`src/rtl/fir_pkg.sv`:
```
// -----------------------------------------------------------------------------
// fir_pkg
//   Shared definitions for the FIR filter family (decimating fir and fir_interp).
//   - QUANT_BITS : fractional bits of the Q10 coefficient format
//   - ACC_GUARD  : extra accumulator headroom bits, 8 when FIR_INTERP_SAT_EN is
//                  defined (saturating build), 0 otherwise (wrapping build)
//   - fir_interp_state_t : READ / MAC / WRITE sequencer states
//   - dequantize : drops QUANT_BITS fractional bits, rounding toward zero
// -----------------------------------------------------------------------------
package fir_pkg;

  localparam int QUANT_BITS = 10;

  // Working width of dequantize; wide enough for any 2*DATA_SIZE product we use.
  localparam int DEQ_W = 128;

`ifdef FIR_INTERP_SAT_EN
  localparam int ACC_GUARD = 8;
`else
  localparam int ACC_GUARD = 0;
`endif

  typedef enum logic [1:0] {
    READ  = 2'd0,
    MAC   = 2'd1,
    WRITE = 2'd2
  } fir_interp_state_t;

  // Plain >>> would round negative products toward -inf; shifting the
  // magnitude instead makes e.g. -1 * 1 come out as 0, not -1.
  function automatic logic signed [DEQ_W-1:0] dequantize(
    input logic signed [DEQ_W-1:0] p
  );
    logic signed [DEQ_W-1:0] mag;
    logic signed [DEQ_W-1:0] result;
    if (p[DEQ_W-1]) begin
      mag    = -p;
      result = -(mag >>> QUANT_BITS);
    end else begin
      result = p >>> QUANT_BITS;
    end
    return result;
  endfunction

endpackage

```
`src/rtl/fir_interp_mac.sv`:
```
// -----------------------------------------------------------------------------
// fir_interp_mac
//   Combinational multiply-accumulate step of the serial polyphase FIR:
//     sum = acc + dequantize(sample * coeff)
//   The product is kept at full 2*DATA_SIZE precision before dequantizing.
//   Accumulator width comes from ACC_GUARD, i.e. from FIR_INTERP_SAT_EN.
// Ports
//   sample  in   DATA_SIZE  delay-line tap value
//   coeff   in   DATA_SIZE  prototype coefficient (Q10)
//   acc     in   ACC_W      running accumulator
//   sum     out  ACC_W      updated accumulator (wraps mod 2^ACC_W)
// -----------------------------------------------------------------------------
module fir_interp_mac
  import fir_pkg::*;
#(
  parameter int DATA_SIZE = 32,
  parameter int ACC_W     = DATA_SIZE + ACC_GUARD
) (
  input  logic signed [DATA_SIZE-1:0] sample,
  input  logic signed [DATA_SIZE-1:0] coeff,
  input  logic signed [ACC_W-1:0]     acc,
  output logic signed [ACC_W-1:0]     sum
);

  logic signed [2*DATA_SIZE-1:0] product;
  logic signed [DEQ_W-1:0]       term;

  // NOTE: every variable gets a value on every pass through always_comb;
  // a path that leaves one unassigned would infer a latch.
  always_comb begin
    product = (2*DATA_SIZE)'(sample) * (2*DATA_SIZE)'(coeff);
    term    = dequantize(DEQ_W'(product));
    sum     = acc + ACC_W'(term);
  end

endmodule

```
`src/rtl/fir_interp.sv`:
```
// -----------------------------------------------------------------------------
// fir_interp
//   Polyphase interpolating FIR. Pops one sample from the input FIFO, then for
//   each phase 0..INTERP-1 runs PHASE_TAPS serial MAC cycles and pushes one
//   output sample: INTERP outputs per input, INTERP*(PHASE_TAPS+1)+1 cycles per
//   input without backpressure.
//   Build option FIR_INTERP_SAT_EN: wider accumulator and output saturation to
//   the DATA_SIZE signed range; without it the accumulator wraps.
// Ports
//   clock       in   1          single clock, posedge
//   reset       in   1          synchronous, active-high
//   x_in        in   DATA_SIZE  input FIFO head (first-word fall-through)
//   x_rd_en     out  1          input FIFO pop
//   x_empty     in   1          input FIFO empty
//   y_out       out  DATA_SIZE  output sample (0 outside WRITE)
//   y_wr_en     out  1          output FIFO push
//   y_out_full  in   1          output FIFO full
// -----------------------------------------------------------------------------
module fir_interp
  import fir_pkg::*;
#(
  parameter int                              TAPS         = 32,
  parameter int                              INTERP       = 4,
  parameter int                              DATA_SIZE    = 32,
  parameter logic [0:TAPS-1][DATA_SIZE-1:0]  GLOBAL_COEFF = '0
) (
  input  logic                 clock,
  input  logic                 reset,
  input  logic [DATA_SIZE-1:0] x_in,
  output logic                 x_rd_en,
  input  logic                 x_empty,
  output logic [DATA_SIZE-1:0] y_out,
  output logic                 y_wr_en,
  input  logic                 y_out_full
);

  localparam int PHASE_TAPS = TAPS / INTERP;
  localparam int ACC_W      = DATA_SIZE + ACC_GUARD;
  localparam int TAP_W      = (PHASE_TAPS > 1) ? $clog2(PHASE_TAPS) : 1;
  localparam int PHASE_W    = (INTERP > 1) ? $clog2(INTERP) : 1;
  localparam int COEFF_W    = (TAPS > 1) ? $clog2(TAPS) : 1;

  localparam logic [TAP_W-1:0]   LAST_TAP   = TAP_W'(PHASE_TAPS - 1);
  localparam logic [PHASE_W-1:0] LAST_PHASE = PHASE_W'(INTERP - 1);

  fir_interp_state_t           state;
  logic signed [DATA_SIZE-1:0] delay [PHASE_TAPS];  // delay[0] is newest
  logic signed [ACC_W-1:0]     acc;
  logic signed [ACC_W-1:0]     acc_next;
  logic [TAP_W-1:0]            tap_cnt;
  logic [PHASE_W-1:0]          phase_cnt;
  logic [COEFF_W-1:0]          coeff_idx;
  logic [DATA_SIZE-1:0]        y_value;

  // Polyphase decomposition: phase p uses prototype taps p, p+INTERP, ...
  assign coeff_idx = COEFF_W'(int'(tap_cnt) * INTERP + int'(phase_cnt));

  fir_interp_mac #(
    .DATA_SIZE (DATA_SIZE),
    .ACC_W     (ACC_W)
  ) u_mac (
    .sample (delay[tap_cnt]),
    .coeff  ($signed(GLOBAL_COEFF[coeff_idx])),
    .acc    (acc),
    .sum    (acc_next)
  );

`ifdef FIR_INTERP_SAT_EN
  localparam logic signed [ACC_W-1:0] SAT_MAX = ACC_W'({1'b0, {(DATA_SIZE-1){1'b1}}});
  localparam logic signed [ACC_W-1:0] SAT_MIN = ~SAT_MAX;

  always_comb begin
    if (acc > SAT_MAX)      y_value = SAT_MAX[DATA_SIZE-1:0];
    else if (acc < SAT_MIN) y_value = SAT_MIN[DATA_SIZE-1:0];
    else                    y_value = acc[DATA_SIZE-1:0];
  end
`else
  assign y_value = acc;
`endif

  // FIFO handshakes are combinational so a pop/push costs no extra cycle.
  // Gating with reset keeps all outputs quiet while reset is held, even if the
  // sequencer was caught in WRITE.
  always_comb begin
    x_rd_en = (state == READ)  && !x_empty    && !reset;
    y_wr_en = (state == WRITE) && !y_out_full && !reset;
    y_out   = ((state == WRITE) && !reset) ? y_value : '0;
  end

  // NOTE: sequential state uses non-blocking assignments so every register
  // samples pre-edge values; the delay-line shift below depends on that.
  always_ff @(posedge clock) begin
    if (reset) begin
      state     <= READ;
      acc       <= '0;
      tap_cnt   <= '0;
      phase_cnt <= '0;
      // NOTE: the delay line is a handful of flops, not a RAM, so it is
      // cleared on reset; a restarted stream must not see stale history.
      for (int i = 0; i < PHASE_TAPS; i++) delay[i] <= '0;
    end else begin
      unique case (state)
        READ: begin
          if (x_rd_en) begin
            delay[0] <= x_in;
            for (int i = 1; i < PHASE_TAPS; i++) delay[i] <= delay[i-1];
            acc       <= '0;
            tap_cnt   <= '0;
            phase_cnt <= '0;
            state     <= MAC;
          end
        end
        MAC: begin
          acc <= acc_next;
          if (tap_cnt == LAST_TAP) state <= WRITE;
          else                     tap_cnt <= tap_cnt + 1'b1;
        end
        WRITE: begin
          // While the output FIFO is full, acc and phase stay put so y_out holds.
          if (y_wr_en) begin
            if (phase_cnt == LAST_PHASE) begin
              state <= READ;
            end else begin
              phase_cnt <= phase_cnt + 1'b1;
              acc       <= '0;
              tap_cnt   <= '0;
              state     <= MAC;
            end
          end
        end
        default: state <= READ;
      endcase
    end
  end

endmodule
```
`config.mk`:
```
export PLATFORM = sky130hd
export DESIGN_NAME = fir_interp
export DESIGN_NICKNAME = d
export VERILOG_FILES = /design/src/rtl/fir_pkg.sv /design/src/rtl/fir_interp_mac.sv /design/src/rtl/fir_interp.sv
export SDC_FILE = /design/constraint.sdc
export NUM_CORES = 1
export LEC_CHECK = 0
export CORE_AREA = 2 2 52 54
export DETAILED_ROUTE_END_ITERATION = 16
export DIE_AREA = 0 0 54 56
export PLACE_DENSITY = 0.73
export SLEW_MARGIN = 30
export SYNTH_ARGS = -nofsm -noshare
export SYNTH_HDL_FRONTEND = slang
export SYNTH_SLANG_ARGS = --single-unit
```
`constraint.sdc`:
```
create_clock -name clock -period 2 [get_ports clock]
set_clock_uncertainty 0.2 [all_clocks]
set_input_delay 0.4 -clock clock [delete_from_list [all_inputs] [get_ports clock]]
set_output_delay 0.4 -clock clock [all_outputs]
set_load 0.01 [all_outputs]
```
* Word level (Yosys, flattened, before mapping)
Memories as Yosys holds them, arrays and structs flattened. A register that Yosys moved wholly into a read port is not among the register bits.
Index checks and enable logic that the tools add are counted.
** Storage, ports and cells
- Register bits :: 39
- Bits in writable memories :: 256
- Memory bits (read-only) :: 1024
- Bits of input ports :: 36
- Logic and storage cells :: 85
- Memories kept :: 2
** Memories
- (name not given) :: words 32, bits a word 32, read ports 1, clocked after Yosys merged registers in 0, write ports 0, RTL line fir_interp.sv:63 : .coeff ($signed(GLOBAL_COEFF[coeff_idx])),
- delay :: words 8, bits a word 32, read ports 8, clocked after Yosys merged registers in 1, write ports 8, RTL line fir_interp.sv:47 : logic signed [DATA_SIZE-1:0] delay [PHASE_TAPS];
** Operators by class
- Add/subtract/negate cells :: 6
- Multipliers :: 1
- $lt $le $gt $ge :: 1
- Equality and inequality tests :: 9
- Multiplexer cells :: 38
- Bitwise operators :: 9
- Reductions and logical operators :: 15
** Operator list (count)
- 2-to-1 mux 32 bit :: 15
- one-hot mux 32 bit (3 select lines) :: 1
- multiplier 32 x 32 -> 64 bit :: 1
- negation 42 bit :: 1
- adder 32 bit :: 1
- negation 32 bit :: 1
- 2-to-1 mux 3 bit :: 6
- 2-to-1 mux 2 bit :: 6
- inequality test 2 bit (second input constant) :: 5
- one-hot mux 3 bit (3 select lines) :: 1
- OR 1 bit :: 8
- AND reduction 4 bit :: 2
- 2-to-1 mux 1 bit :: 7
- greater-or-equal comparator 6 bit (second input constant) :: 1
- inverter 5 -> 6 bit :: 1
- one-hot mux 2 bit (3 select lines) :: 1
- adder 5 x 2 -> 5 bit :: 1
- logical AND 1 bit :: 5
- AND reduction 5 bit :: 1
- == test 2 bit (second input constant) :: 2
- one-hot mux 2 bit (2 select lines) :: 1
- adder 3 x 1 -> 3 bit (second input constant) :: 1
- == test 3 bit (second input constant) :: 1
- logical NOT 1 bit :: 3
- other kinds (6) :: 6

* Longest topological paths before layout
- Depth after elaboration :: 11
- Depth in mapped cells :: 5

* By module
A second synthesis with hierarchy kept.
** Unflattened totals
- Cells, all modules :: 5055
- Area total of the unflattened synthesis :: 51921.0 um2
** Modules (own cells, without submodules)
- fir_interp_mac :: times used 1, cells each 4237, area an instance 38778.4 um2, seq. area each 0.0 um2
- fir_interp :: times used 1, cells each 818, area an instance 13142.6 um2, seq. area each 8528.2 um2

* Worst setup path before layout
Ideal clock, no wire load.
- Kind :: input -> output
- Start point :: in reset
- End point :: out x_rd_en
- Arrival :: 1.008 ns
- Setup slack :: 0.392 ns
- Cell stages on the path :: 2
- Cells stage by stage :: clkbuf_1 > nor4_1
** On the way
- Longest elaborated chain between the ends :: 2
** RTL lines
- start, declared :: RTL line fir_interp.sv:28 : input logic reset,
- logical NOT 1 bit :: RTL line fir_interp.sv:85 : x_rd_en = (state == READ) && !x_empty && !reset;
- logical AND 1 bit :: RTL line fir_interp.sv:85
- end, declared :: RTL line fir_interp.sv:30 : output logic x_rd_en,
Every way passes these cells.

* Worst setup path in the final report
- Start point :: in y_out_full
- End point :: out y_wr_en
** On the way
- Longest elaborated chain between the ends :: 3
** RTL lines
- start, declared :: RTL line fir_interp.sv:34 : input logic y_out_full
- logical NOT 1 bit :: RTL line fir_interp.sv:86 : y_wr_en = (state == WRITE) && !y_out_full && !reset;
- logical AND 1 bit (2 in series) :: RTL line fir_interp.sv:86
- end, declared :: RTL line fir_interp.sv:33 : output logic y_wr_en,
Every way passes these cells.

==> out/results.ini <==
[power_and_ir_drop]
internal-power_uw=242
vdd_drop_max_mv=0.216
p_seq_share_pct=43.1
p_leak_uw=0.000346
combPwrFrac_pct=19.6
swShare_pct=29.9
p_switching_uw=103
powerDensity_nw_per_um2=507
p_clk_share_pct=37.3

[clock_network]
clock_sinks=7
insertion_delay_ns=0.25
cts_tree=yes
cts-root-buf=clkbuf_4
clock_path_buffers=2
numCtsBuffers=3
htreeDepth=1
postCtsSetupRepairBufs=0
clkTransAtPathRegs_ns=0.05

[critical_path]
crit_path_start_kind=input pin
arrival_ns=1.33
setup.worst_path.class=in2out
cpPeakStageDelay_ns=0.43
cp.required_ns=1.40
crit_fanout=2
path_cells=clkdlybuf4s50_1 > nor3_1 > dlygate4sd2_1
cpMaxStageDelayCell=clkdlybuf4s50_1
critPathCaptureType=primary output

[logic_synthesis]
synth_edf_count=0
synth_top_area_share_pct=36.8
yosys-top-cells-count=buf_4, dfxtp_1, nor2_1
synth.ff_latch_count=7
synthFlopType=dfxtp_1
synth_seq_area_share_pct=21.5
yosys.area.top_type=buf_4
avgSynthCellArea_um2=8.71
synthTopCellsByArea=buf_4, dfxtp_1, ha_1, o41ai_2, nor3b_2
netlist_area_um2=653
yosysMostFrequentCell=buf_4
syn_inst=75
synth_cell_types=23
yosysWarnings=0
async_reset_ff_share_pct=0

[floorplan]
die_area_um2=3020
ioPinCount=70
start_util_pct=26.9
row_count=18
dieHeight_um=56
dieWidth_um=54
core_area_um2=2430

[drt]
routed_wl_um=1010
drt_iter0_drc=5
firstDrtPassIters=4
vias=443
drc=0
via_per_inst=3.79
wl_per_cell_um=8.65
ant_nets=0

[timing]
rsz0062_at_grt=false
hold_ws_ns=0.278
setup_viol=0
hold_viol=0
slew_violations=0
min_period_ns=1.93
timing.fmax_mhz=519
fin_ws_ns=0.0730
post-route-period-util_pct=96.4

[place]
place_area_um2=651
finalWeightedCongestion=0.831
io_buffers=5
dp_slack_ns=-0.414
dpl.hpwl_um=836

[layout]
final_area_um2=679
drive_gt1_share_pct=17.2
syn_to_final_growth_pct=4.02
final_nets=127
antennaDiodeCount=0

[grt]
track_usage_pct=6.77
grt_max_degree=8
grt_pass1_wl_um=1520
globalRoute.totalOverflow=0
grt_pass1_vias=381
antenna_found_initial=0

[min_path]
hold_path_class=reg2reg

[flow_run]
max-cap-violations=0

[status]
run_status=complete, no violations

-- metrics by stage --
step | power, µW | std cells | TNS, ns | util, %
4_1_cts | 348 | 117 | 0 | 27.9
3_3_place_gp | 217 | 113 | -0.838 | 26.7
5_1_grt | 367 | 117 | 0 | 27.9
2_1_floorplan | 244 | 106 | 0 | -
6_report | 345 | 117 | 0 | 27.9
3_5_place_dp | 218 | 113 | -0.878 | 26.7
-- layout by cell type, fill, tap and decap left out, drive strengths merged, types with 3 or more instances in the layout --
cell and n:
dlygate4sd2 3, conb 32, buf 5, nor2 6, ha 3, clkbuf 4, dfxtp 7
-- sequential cells by signal (all words and copies together) (netlist names) --
| register | cells |
|---|---|
| tap_cnt | 3 |
| phase_cnt | 2 |
| state | 2 |
-- power by group through the flow --
| stage | clock [µW] | sequential (µW) | combinational (µW) |
|---|---|---|---|
| after floorplan | 0 | 150 | 94.2 |
| after global placement | 0 | 151 | 65.7 |
| after detailed placement | 0 | 151 | 67.5 |
| after CTS | 132 | 148 | 66.8 |
| after global routing | 141 | 149 | 77.0 |
| final | 129 | 149 | 67.6 |
-- layout make-up --
cell class / count / area, µm²
Fill cell: 268 / 1750
Multi-Input combinational cell: 64 / 384
Sequential cell: 7 / 140
Timing Repair Buffer: 10 / 83.8
Tap cell: 30 / 37.5
Clock buffer: 4 / 26.3
Inverter: 2 / 7.51
-- worst paths after layout --
path	start	endpoint	slack [ns]	depth (start not counted)
worst max-delay path	y_out_full	y_wr_en	0.07	3
worst min-delay path	phase_cnt[1]$_SDFFE_PP0P_	phase_cnt[1]$_SDFFE_PP0P_	0.28	2
worst max register to register	tap_cnt[0]$_SDFFE_PP0P_	tap_cnt[0]$_SDFFE_PP0P_	0.31	5
worst min register to register	phase_cnt[1]$_SDFFE_PP0P_	phase_cnt[1]$_SDFFE_PP0P_	0.28	2
-- logic make-up (layout without fill, tap and decap cells) --
| group | after synthesis | count (layout) | share of synthesized area [%] |
|---|---|---|---|
| compound gates | 8 | 8 | 12.1 |
| fa+ha+maj | 3 | 3 | 5.75 |
| buf+inv | 35 | 16 | 38.5 |
| flops | 7 | 7 | 21.5 |
| mux | 2 | 2 | 4.02 |
| other cells | 1 | 32 | 0.574 |
| simple gates | 19 | 19 | 17.6 |
-- what timing repair did --
action                                  CTS  global route
hold buffers                              0             0
resized for setup                         4             0
endpoints found under the setup margin    2             0
-- worst max-delay path, delay by kind of cell --
kind / cells / cell delay (ns)
buf+inv: 2 / 0.73
simple gates: 1 / 0.20
-- layer usage --
metal	global-route usage, %	vias to the layer above	wire (µm)	share of wire [%]
li1	-	212	-	-
met1	7.46	196	405	40
met2	10.8	32	466	46
met3	2.15	3	114	11
met4	4.29	0	26	2.6
met5	0	-	0	0
(Power assumes the default switching activity.)
